<file path="src/rtl/sys_cmd_initiator_pkg.sv">
// sys_cmd_initiator_pkg: opcodes, command-type and FSM state encodings shared by the command initiator
package sys_cmd_initiator_pkg;

    localparam logic [7:0] OPC_WR  = 8'hAA;
    localparam logic [7:0] OPC_RD  = 8'hBB;
    localparam logic [7:0] OPC_ALU = 8'hCC;
    localparam logic [7:0] OPC_NOP = 8'hDD;

    typedef enum logic [1:0] {
        CMD_WR      = 2'd0,
        CMD_RD      = 2'd1,
        CMD_ALU     = 2'd2,
        CMD_ALU_NOP = 2'd3
    } cmd_type_e;

    typedef enum logic [3:0] {
        IDLE,
        SEND_OPC,
        SEND_ADDR,
        SEND_DATA,
        SEND_OPA,
        SEND_OPB,
        SEND_FUN,
        WAIT_B1,
        WAIT_B2
    } state_e;

    function automatic logic [7:0] opcode(input cmd_type_e t);
        return t == CMD_WR ? OPC_WR : t == CMD_RD ? OPC_RD : t == CMD_ALU ? OPC_ALU : OPC_NOP;
    endfunction

endpackage

</file>
<file path="src/rtl/sys_cmd_initiator_rsp_timer.sv">
// rsp_timer: response timeout down-counter
//   CLK, RST(async, active-low) | clear: load TIMEOUT_CYCLES | enable: count one idle wait cycle
//   expire: high on the TIMEOUT_CYCLES-th consecutive enabled cycle since the last clear
module rsp_timer #(
    parameter int TIMEOUT_CYCLES = 4096
) (
    input  logic CLK,
    input  logic RST,
    input  logic clear,
    input  logic enable,
    output logic expire
);
    localparam int W = $clog2(TIMEOUT_CYCLES + 1);

    logic [W-1:0] cnt;

    always_ff @(posedge CLK or negedge RST) begin
        if (!RST)
            cnt <= '0;
        else if (clear)
            cnt <= W'(TIMEOUT_CYCLES);
        else if (enable && cnt != '0)
            cnt <= cnt - 1'b1;
    end

    assign expire = enable && cnt == W'(1);

endmodule

</file>
<file path="src/rtl/sys_cmd_initiator.sv">
// sys_cmd_initiator: frames one host command onto UART TX and collects its 0-2 byte response from UART RX
//   CLK, RST(async, active-low)
//   CMD_VLD/CMD_RDY handshake with CMD_TYPE, CMD_ADDR, CMD_DATA, CMD_OPB, CMD_FUN (latched on accept)
//   TX_DATA/TX_VLD/TX_RDY byte stream to UART TX; RX_DATA/RX_VLD byte pulses from UART RX
//   RSP_DATA held response word; RSP_VLD completion pulse; RSP_ERR timeout pulse
module sys_cmd_initiator #(
    parameter int DATA_WIDTH     = 8,
    parameter int RF_ADDR        = 4,
    parameter int TIMEOUT_CYCLES = 4096
) (
    input  logic                    CLK,
    input  logic                    RST,
    input  logic                    CMD_VLD,
    output logic                    CMD_RDY,
    input  logic [1:0]              CMD_TYPE,
    input  logic [RF_ADDR-1:0]      CMD_ADDR,
    input  logic [DATA_WIDTH-1:0]   CMD_DATA,
    input  logic [DATA_WIDTH-1:0]   CMD_OPB,
    input  logic [3:0]              CMD_FUN,
    output logic [DATA_WIDTH-1:0]   TX_DATA,
    output logic                    TX_VLD,
    input  logic                    TX_RDY,
    input  logic [DATA_WIDTH-1:0]   RX_DATA,
    input  logic                    RX_VLD,
    output logic [2*DATA_WIDTH-1:0] RSP_DATA,
    output logic                    RSP_VLD,
    output logic                    RSP_ERR
);
    import sys_cmd_initiator_pkg::*;

    state_e                state;
    cmd_type_e             typ_q;
    logic [RF_ADDR-1:0]    addr_q;
    logic [DATA_WIDTH-1:0] a_q;
    logic [DATA_WIDTH-1:0] b_q;
    logic [3:0]            fun_q;
    logic [DATA_WIDTH-1:0] b1_q;
    logic                  waiting;
    logic                  last_hs;
    logic                  expire;

    assign CMD_RDY = state == IDLE;
    assign waiting = state == WAIT_B1 || state == WAIT_B2;
    // The final frame byte of a command that expects a response arms the timer.
    assign last_hs = TX_RDY && ((state == SEND_ADDR && typ_q == CMD_RD) || state == SEND_FUN);

    rsp_timer #(.TIMEOUT_CYCLES(TIMEOUT_CYCLES)) u_timer (
        .CLK    (CLK),
        .RST    (RST),
        .clear  (last_hs || (waiting && RX_VLD)),
        .enable (waiting && !RX_VLD),
        .expire (expire)
    );

    // SEND_* states are only entered with TX_VLD set, so TX_RDY alone marks the handshake there.
    always_ff @(posedge CLK or negedge RST) begin
        if (!RST) begin
            state    <= IDLE;
            typ_q    <= CMD_WR;
            addr_q   <= '0;
            a_q      <= '0;
            b_q      <= '0;
            fun_q    <= '0;
            b1_q     <= '0;
            TX_DATA  <= '0;
            TX_VLD   <= 1'b0;
            RSP_DATA <= '0;
            RSP_VLD  <= 1'b0;
            RSP_ERR  <= 1'b0;
        end else begin
            RSP_VLD <= 1'b0;
            RSP_ERR <= 1'b0;
            case (state)
                IDLE: if (CMD_VLD) begin
                    typ_q   <= cmd_type_e'(CMD_TYPE);
                    addr_q  <= CMD_ADDR;
                    a_q     <= CMD_DATA;
                    b_q     <= CMD_OPB;
                    fun_q   <= CMD_FUN;
                    state   <= SEND_OPC;
                    TX_VLD  <= 1'b1;
                    TX_DATA <= DATA_WIDTH'(opcode(cmd_type_e'(CMD_TYPE)));
                end
                SEND_OPC: if (TX_RDY) begin
                    state   <= typ_q == CMD_ALU ? SEND_OPA : typ_q == CMD_ALU_NOP ? SEND_FUN : SEND_ADDR;
                    TX_DATA <= typ_q == CMD_ALU ? a_q : typ_q == CMD_ALU_NOP ? DATA_WIDTH'(fun_q) : DATA_WIDTH'(addr_q);
                end
                SEND_ADDR: if (TX_RDY) begin
                    state   <= typ_q == CMD_WR ? SEND_DATA : WAIT_B1;
                    TX_VLD  <= typ_q == CMD_WR;
                    TX_DATA <= typ_q == CMD_WR ? a_q : TX_DATA;
                end
                SEND_DATA: if (TX_RDY) begin
                    state    <= IDLE;
                    TX_VLD   <= 1'b0;
                    RSP_VLD  <= 1'b1;
                    RSP_DATA <= '0;
                end
                SEND_OPA: if (TX_RDY) begin
                    state   <= SEND_OPB;
                    TX_DATA <= b_q;
                end
                SEND_OPB: if (TX_RDY) begin
                    state   <= SEND_FUN;
                    TX_DATA <= DATA_WIDTH'(fun_q);
                end
                SEND_FUN: if (TX_RDY) begin
                    state  <= WAIT_B1;
                    TX_VLD <= 1'b0;
                end
                WAIT_B1: if (RX_VLD) begin
                    if (typ_q == CMD_RD) begin
                        state    <= IDLE;
                        RSP_VLD  <= 1'b1;
                        RSP_DATA <= {{DATA_WIDTH{1'b0}}, RX_DATA};
                    end else begin
                        state <= WAIT_B2;
                        b1_q  <= RX_DATA;
                    end
                end else if (expire) begin
                    state   <= IDLE;
                    RSP_ERR <= 1'b1;
                end
                WAIT_B2: if (RX_VLD) begin
                    state    <= IDLE;
                    RSP_VLD  <= 1'b1;
                    RSP_DATA <= {RX_DATA, b1_q};
                end else if (expire) begin
                    state   <= IDLE;
                    RSP_ERR <= 1'b1;
                end
                default: state <= IDLE;
            endcase
        end
    end

endmodule

</file>
<file path="config.mk">
export PLATFORM = sky130hd
export DESIGN_NAME = sys_cmd_initiator
export DESIGN_NICKNAME = d
export VERILOG_FILES = /design/src/rtl/sys_cmd_initiator_pkg.sv /design/src/rtl/sys_cmd_initiator_rsp_timer.sv /design/src/rtl/sys_cmd_initiator.sv
export SDC_FILE = /design/constraint.sdc
export NUM_CORES = 1
export LEC_CHECK = 0
export CORE_MARGIN = 2
export CORE_UTILIZATION = 57
export DETAILED_ROUTE_END_ITERATION = 10
export GPL_TIMING_DRIVEN = 0
export PLACE_DENSITY_LB_ADDON = 0.1
export SYNTH_ARGS = -nofsm -noshare
export SYNTH_HDL_FRONTEND = slang
export SYNTH_SLANG_ARGS = --single-unit
</file>
<file path="constraint.sdc">
create_clock -name CLK -period 4.49 [get_ports CLK]
set_input_delay 1.347 -clock CLK [delete_from_list [all_inputs] [get_ports CLK]]
set_output_delay 1.347 -clock CLK [all_outputs]
set_load 0.005 [all_outputs]
</file>
-- After elaboration in Yosys (flattened, before gate mapping)
Cells that the tools add are included.
- register bits after elaboration: 78
- output and inout bits: 28
- word-level logic and storage cells: 113
- add/sub/neg operators: 1
- equal/unequal tests: 26
- multiplexer cells: 46
- bitwise operators: 1
- reduce and logical (&&, ||, !) cells: 26
- operators by type and width (kind ; count):
    two-way mux 16 bit ; 4
    two-way mux 8 bit ; 7
    two-way mux 4 bit ; 12
    case mux 16 bit (3 select lines) ; 1
    case mux 8 bit (5 select lines) ; 1
    case mux 4 bit (9 select lines) ; 1
    two-way mux 13 bit ; 2
    != test 2 bit, second input constant ; 9
    equality test 4 x 3 -> 1 bit, second input constant ; 4
    two-way mux 7 bit ; 2
    AND reduction 7 bit ; 2
    equality test 13 x 1 -> 1 bit, second input constant ; 1
    nonzero test 13 bit ; 1
    subtractor 13 x 1 -> 13 bit, second input constant ; 1
    two-way mux 1 bit ; 10
    two-way mux 3 bit ; 3
    equality test 4 x 2 -> 1 bit, second input constant ; 2
    equality test 2 bit, second input constant ; 3
    logical AND 1 bit ; 6
    != test 2 x 1 -> 1 bit, second input constant ; 3
    case mux 1 bit (3 select lines) ; 2
    nonzero test 3 bit ; 2
    two-way mux 5 bit ; 1
    AND reduction 5 bit ; 1
    other kinds (14) ; 19

-- Longest topological paths before layout
- word-level depth: 7
- mapped depth: 8
- gate-level depth less buffers: 6

-- Cells and area by module
Synthesis repeated with hierarchy kept, for this count alone.
- cell total of the unflattened synthesis: 374
- area total of the unflattened synthesis: 4063.9 µm²
- by module, submodules not included (module ; instances ; cells each ; area each (µm²)):
    sys_cmd_initiator ; 1 ; 291 ; 3298.2
    rsp_timer ; 1 ; 83 ; 765.7

-- Worst setup path after synthesis
No wires, ideal clock.
- kind: input to register
- start: input TX_RDY
- end: register TX_DATA[0]
- library setup time: 0.132 ns
- arrival time: 2.606 ns
- data required time: 4.358 ns
- slack: 1.752 ns
- stages: 7
- path buffers: 2
- path through: clkbuf_1 nor2b_1 mux2i_1 or3_1 clkbuf_1 a2111oi_0 nor2_1
- word-level cells in the longest chain between the ends: 2
- elaborated cells between the ends (all ways): 5
- ends and longest elaborated chain (what ; line ; source):
    from (decl) ; sys_cmd_initiator.sv:22 ; input logic TX_RDY,
    != test 2 bit (no source line) ; - ;
    AND reduction 7 bit (no source line) * ; - ;
    to (signal assigned) ; sys_cmd_initiator.sv:82 ; TX_DATA <= DATA_WIDTH'(opcode(cmd_type_e'(CMD_TYPE)));
    to (signal assigned) ; sys_cmd_initiator.sv:86 ; TX_DATA <= typ_q == CMD_ALU ? a_q : typ_q == CMD_ALU_NOP ? DATA_WIDTH'(fun_q) : DATA_WIDTH'(addr_q);
    to (signal assigned) ; sys_cmd_initiator.sv:91 ; TX_DATA <= typ_q == CMD_WR ? a_q : TX_DATA;
    to (decl) ; sys_cmd_initiator.sv:20 ; output logic [DATA_WIDTH-1:0] TX_DATA,
Mark *: on every way between the ends. The rest lies on a longest branch, timed or not.
A chain may end at the register's enable or synchronous reset.

-- Worst setup path after layout
- start: register state[3]
- end: output CMD_RDY
- word-level cells in the longest chain between the ends: 1
- ends and longest elaborated chain (what ; line ; source):
    from (decl) ; sys_cmd_initiator.sv:31 ; state_e state;
    from (signal assigned) ; sys_cmd_initiator.sv:85 ; state <= typ_q == CMD_ALU ? SEND_OPA : typ_q == CMD_ALU_NOP ? SEND_FUN : SEND_ADDR;
    from (signal assigned) ; sys_cmd_initiator.sv:89 ; state <= typ_q == CMD_WR ? SEND_DATA : WAIT_B1;
    zero test 4 bit ; sys_cmd_initiator.sv:42 ; assign CMD_RDY = state == IDLE;
    to (decl) ; sys_cmd_initiator.sv:14 ; output logic CMD_RDY,
Every way passes these cells.

==> results.md <==
- CP required: 3140 ps
- Share of the synthesized area in the top cell type: 51.3%
- CTS root buffer: clkbuf_8
- Die Footprint: 0.00734 mm2
- Routed vias/inst: 6.04
- Pre-antenna DRT Iters: 4
- # fillers: 478
- Post-Syn Area: 0.00380 mm2
- Synth Instances: 360
- Grt ovf: 0
- Multi-input gate area: 0.00169 mm2
- # setup viols final: 0
- Hold WC Path Type: flop to flop
- CP max stage cell: nor4_1
- Kind of critical path: flop to output pin
- Internal power: 0.00203 W
- Routability Congestion: 0.911
- Tmin final: 3690 ps
- # DRC: 0
- Nets@finish: 479
- Post-Syn Nets: 402
- Peak VDD IR: 0.389 mV
- CP peak stage delay: 640 ps
- Synth unique cells: 57
- DRT Wirelength: 8800 um
- P&R area growth vs syn: 26.3%
- Crit path DAT: 2340 ps
- Initial antenna violation count: 0
- CTS Hold Bufs: 0
- Global-route wire length before repair: 14300 um
- Antenna diodes: 0
- Comb pwr share: 41.7%
- Initial Util: 59.6%
- Switching share of power: 35.4%
- Register area: 0.00195 mm2
- Share of cells above drive strength 1: 14.7%
- Gates resized, CTS repair: 0
- Rel. slew slack: 52.9%
- GRT busiest layer: met2
- CTS buffer count: 9
- Core area: 0.00639 mm2
- Fmax: 0.271 GHz
- Vias in the first global route: 2963
- Max cap viols: 0
- Final period utilization: 82.1%
- Switching power total: 0.00111 W
- Post-synth EDFFs: 0
- Pins Over Slew Limit: 0
- Register bit count reported by yosys: 78
- Power Density: 654 mW/mm2
- Cell Count Post-Placement: 503
- Outcome: finished, final reports clean
- Detail Placement HPWL: 6500 um
- Iter 0 DRT Violations: 290
- Pin count of the biggest net entering global routing: 41
- Non-filler cells, final: 518
- Fin area: 0.00480 mm2
- Leakage: 2.03 nW
- Synth area leader: dfrtp_1
- CTS tree: done
- Syn Area/Cell: 10.6 um2
- Routed vias: 3129
- Post-CTS Setup Bufs: 0
- Worst clock skew: 12.4 ps
- Crit-path max FO: 10
- Remaining antenna violation count after routing: 0
- Sequential fraction of design power: 38.5%
- Cell Area, Placed: 0.00457 mm2
- Io pins: 67
- Port buffer count: 65
- Worst slew pin tran: 703 ps
- Clk_lat worst skew: 350 ps
- CP endpoint kind: output pin
- Worst setup SP type: flop
- Routing usage on met3: 5.58%
- Die Ht: 85.7 um
- Clk pwr share: 19.9%
- Synth Flop Type: dfrtp_1
- CTS Sinks: 78
- Synth top area cells: dfrtp_1 51%, mux2_2 9.8%, o21ai_0 3.4%
- Reg clk slew, reported paths: 80 ps
- Core Rows: 29
- FFs w/ async S/R, synth: 100%
- Crit-path cells: buf_1, nor4_1, clkdlybuf4s50_1
- Die W: 85.7 um
- Global routing usage on met1: 35.9%
- Total GRT Usage: 24.7%
- WL/cell: 17.0 um
- Met2 Use GR: 38.4%
- Clock buffer depth: 2
- RSZ-0062 raised after global routing: false
- Synth warn: 0
- Clock H-tree levels: 3
- Final Hold Viols: 0
- Sequential area share after synthesis: 51.3%
## layout by cell type (no fill, tap or decap), types with 5 or more instances in the layout
cell type and n:
a21oi_1 18, mux2_2 33, nor4_1 6, buf_2 6, o21a_1 6, clkbuf_8 9
o211ai_1 5, dfrtp_1 78, o21ai_0 26, clkbuf_1 11, clkdlybuf4s50_1 64, nor3_1 6
a22oi_1 9, nand2_1 17, nor2_1 25, nor2b_1 5, nand3_1 15, mux2i_1 7
inv_1 19, o31ai_1 6
## routing by layer
metal,vias up,wire length [um],part of all wire (%)
li1,1474,-,-
met1,1538,3920,45
met2,108,4230,48
met3,9,575,6.5
met4,0,78,0.89
met5,-,0,0
## cells in the mapped netlist (6+ instances only)
| master | count |
|---|---|
| nand3_1 | 15 |
| mux2i_1 | 7 |
| nor4_1 | 6 |
| o21ai_0 | 26 |
| o31ai_1 | 6 |
| clkbuf_1 | 11 |
| nor2_1 | 25 |
| a22oi_1 | 9 |
| nor3_1 | 6 |
| a21oi_1 | 18 |
| inv_1 | 19 |
| buf_2 | 6 |
| mux2_2 | 33 |
| o21a_1 | 6 |
| dfrtp_1 | 78 |
| nand2_1 | 17 |
## registers in the layout, summed over array words and instances (netlist names), 4 cells and up
register     flops
RSP_DATA        16
TX_DATA          8
a_q              8
addr_q           4
b1_q             8
b_q              8
fun_q            4
state            4
u_timer.cnt     13
## final timing paths
path	start	to	slack, ps	cells past startpoint
max in group asynchronous	RST	b_q[0]	2940	2
worst max-delay path	state[3]	CMD_RDY	800	3
min in group asynchronous	RST	TX_DATA[5]	950	1
worst min register to register	TX_DATA[5]	TX_DATA[5]	490	2
worst min-delay path	TX_DATA[5]	TX_DATA[5]	490	2
worst max register to register	state[3]	a_q[3]	2110	5
## power groups by stage
stage / sequential (W) / clock [W] / combinational [W]
2_1_floorplan: 0.00117 / 0 / 0.000824
3_3_place_gp: 0.00120 / 0 / 0.00126
3_5_place_dp: 0.00122 / 0 / 0.00130
4_1_cts: 0.00121 / 0.000629 / 0.00130
5_1_grt: 0.00124 / 0.000657 / 0.00143
6_report: 0.00121 / 0.000624 / 0.00131
## cell families after synthesis
kind of cell | synth area share [%]
AOI/OAI and AO/OA | 17.4
adders and majority gates | 0.987
buffers and inverters | 4.24
DFF | 51.3
muxes | 11.6
and+or+nand+nor | 14.5
## cell type report
| type | instances | share of cell area, % |
|---|---|---|
| tap | 77 | 2.01 |
| inverter | 19 | 1.48 |
| buffer | 20 | 1.87 |
| clock buffer | 9 | 2.58 |
| timing repair buffer | 66 | 13.9 |
| clock inverter | 6 | 2.32 |
| sequential | 78 | 40.6 |
| multi-input combinational | 243 | 35.2 |
## metrics by stage
step / power [W] / hold slack (ps) / TNS, ps / worst slack, ps / util [%]
after global placement: 0.00247 / 465 / -42310 / -546 / 71.3
after floorplan: 0.00199 / 463 / 0 / 1750 / -
after global routing: 0.00333 / 513 / 0 / 702 / 75.2
after detailed placement: 0.00252 / 484 / 0 / 1230 / 71.6
final: 0.00314 / 492 / 0 / 803 / 75.2
after CTS: 0.00314 / 503 / 0 / 820 / 75.2
## critical path, delay by kind of cell (launching register included)
family | cells | cell delay [ps]
buffers and inverters | 2 | 910
AND/OR/NAND/NOR | 1 | 640
flip-flops | 1 | 450
Power figures use the tool's default switching activity.
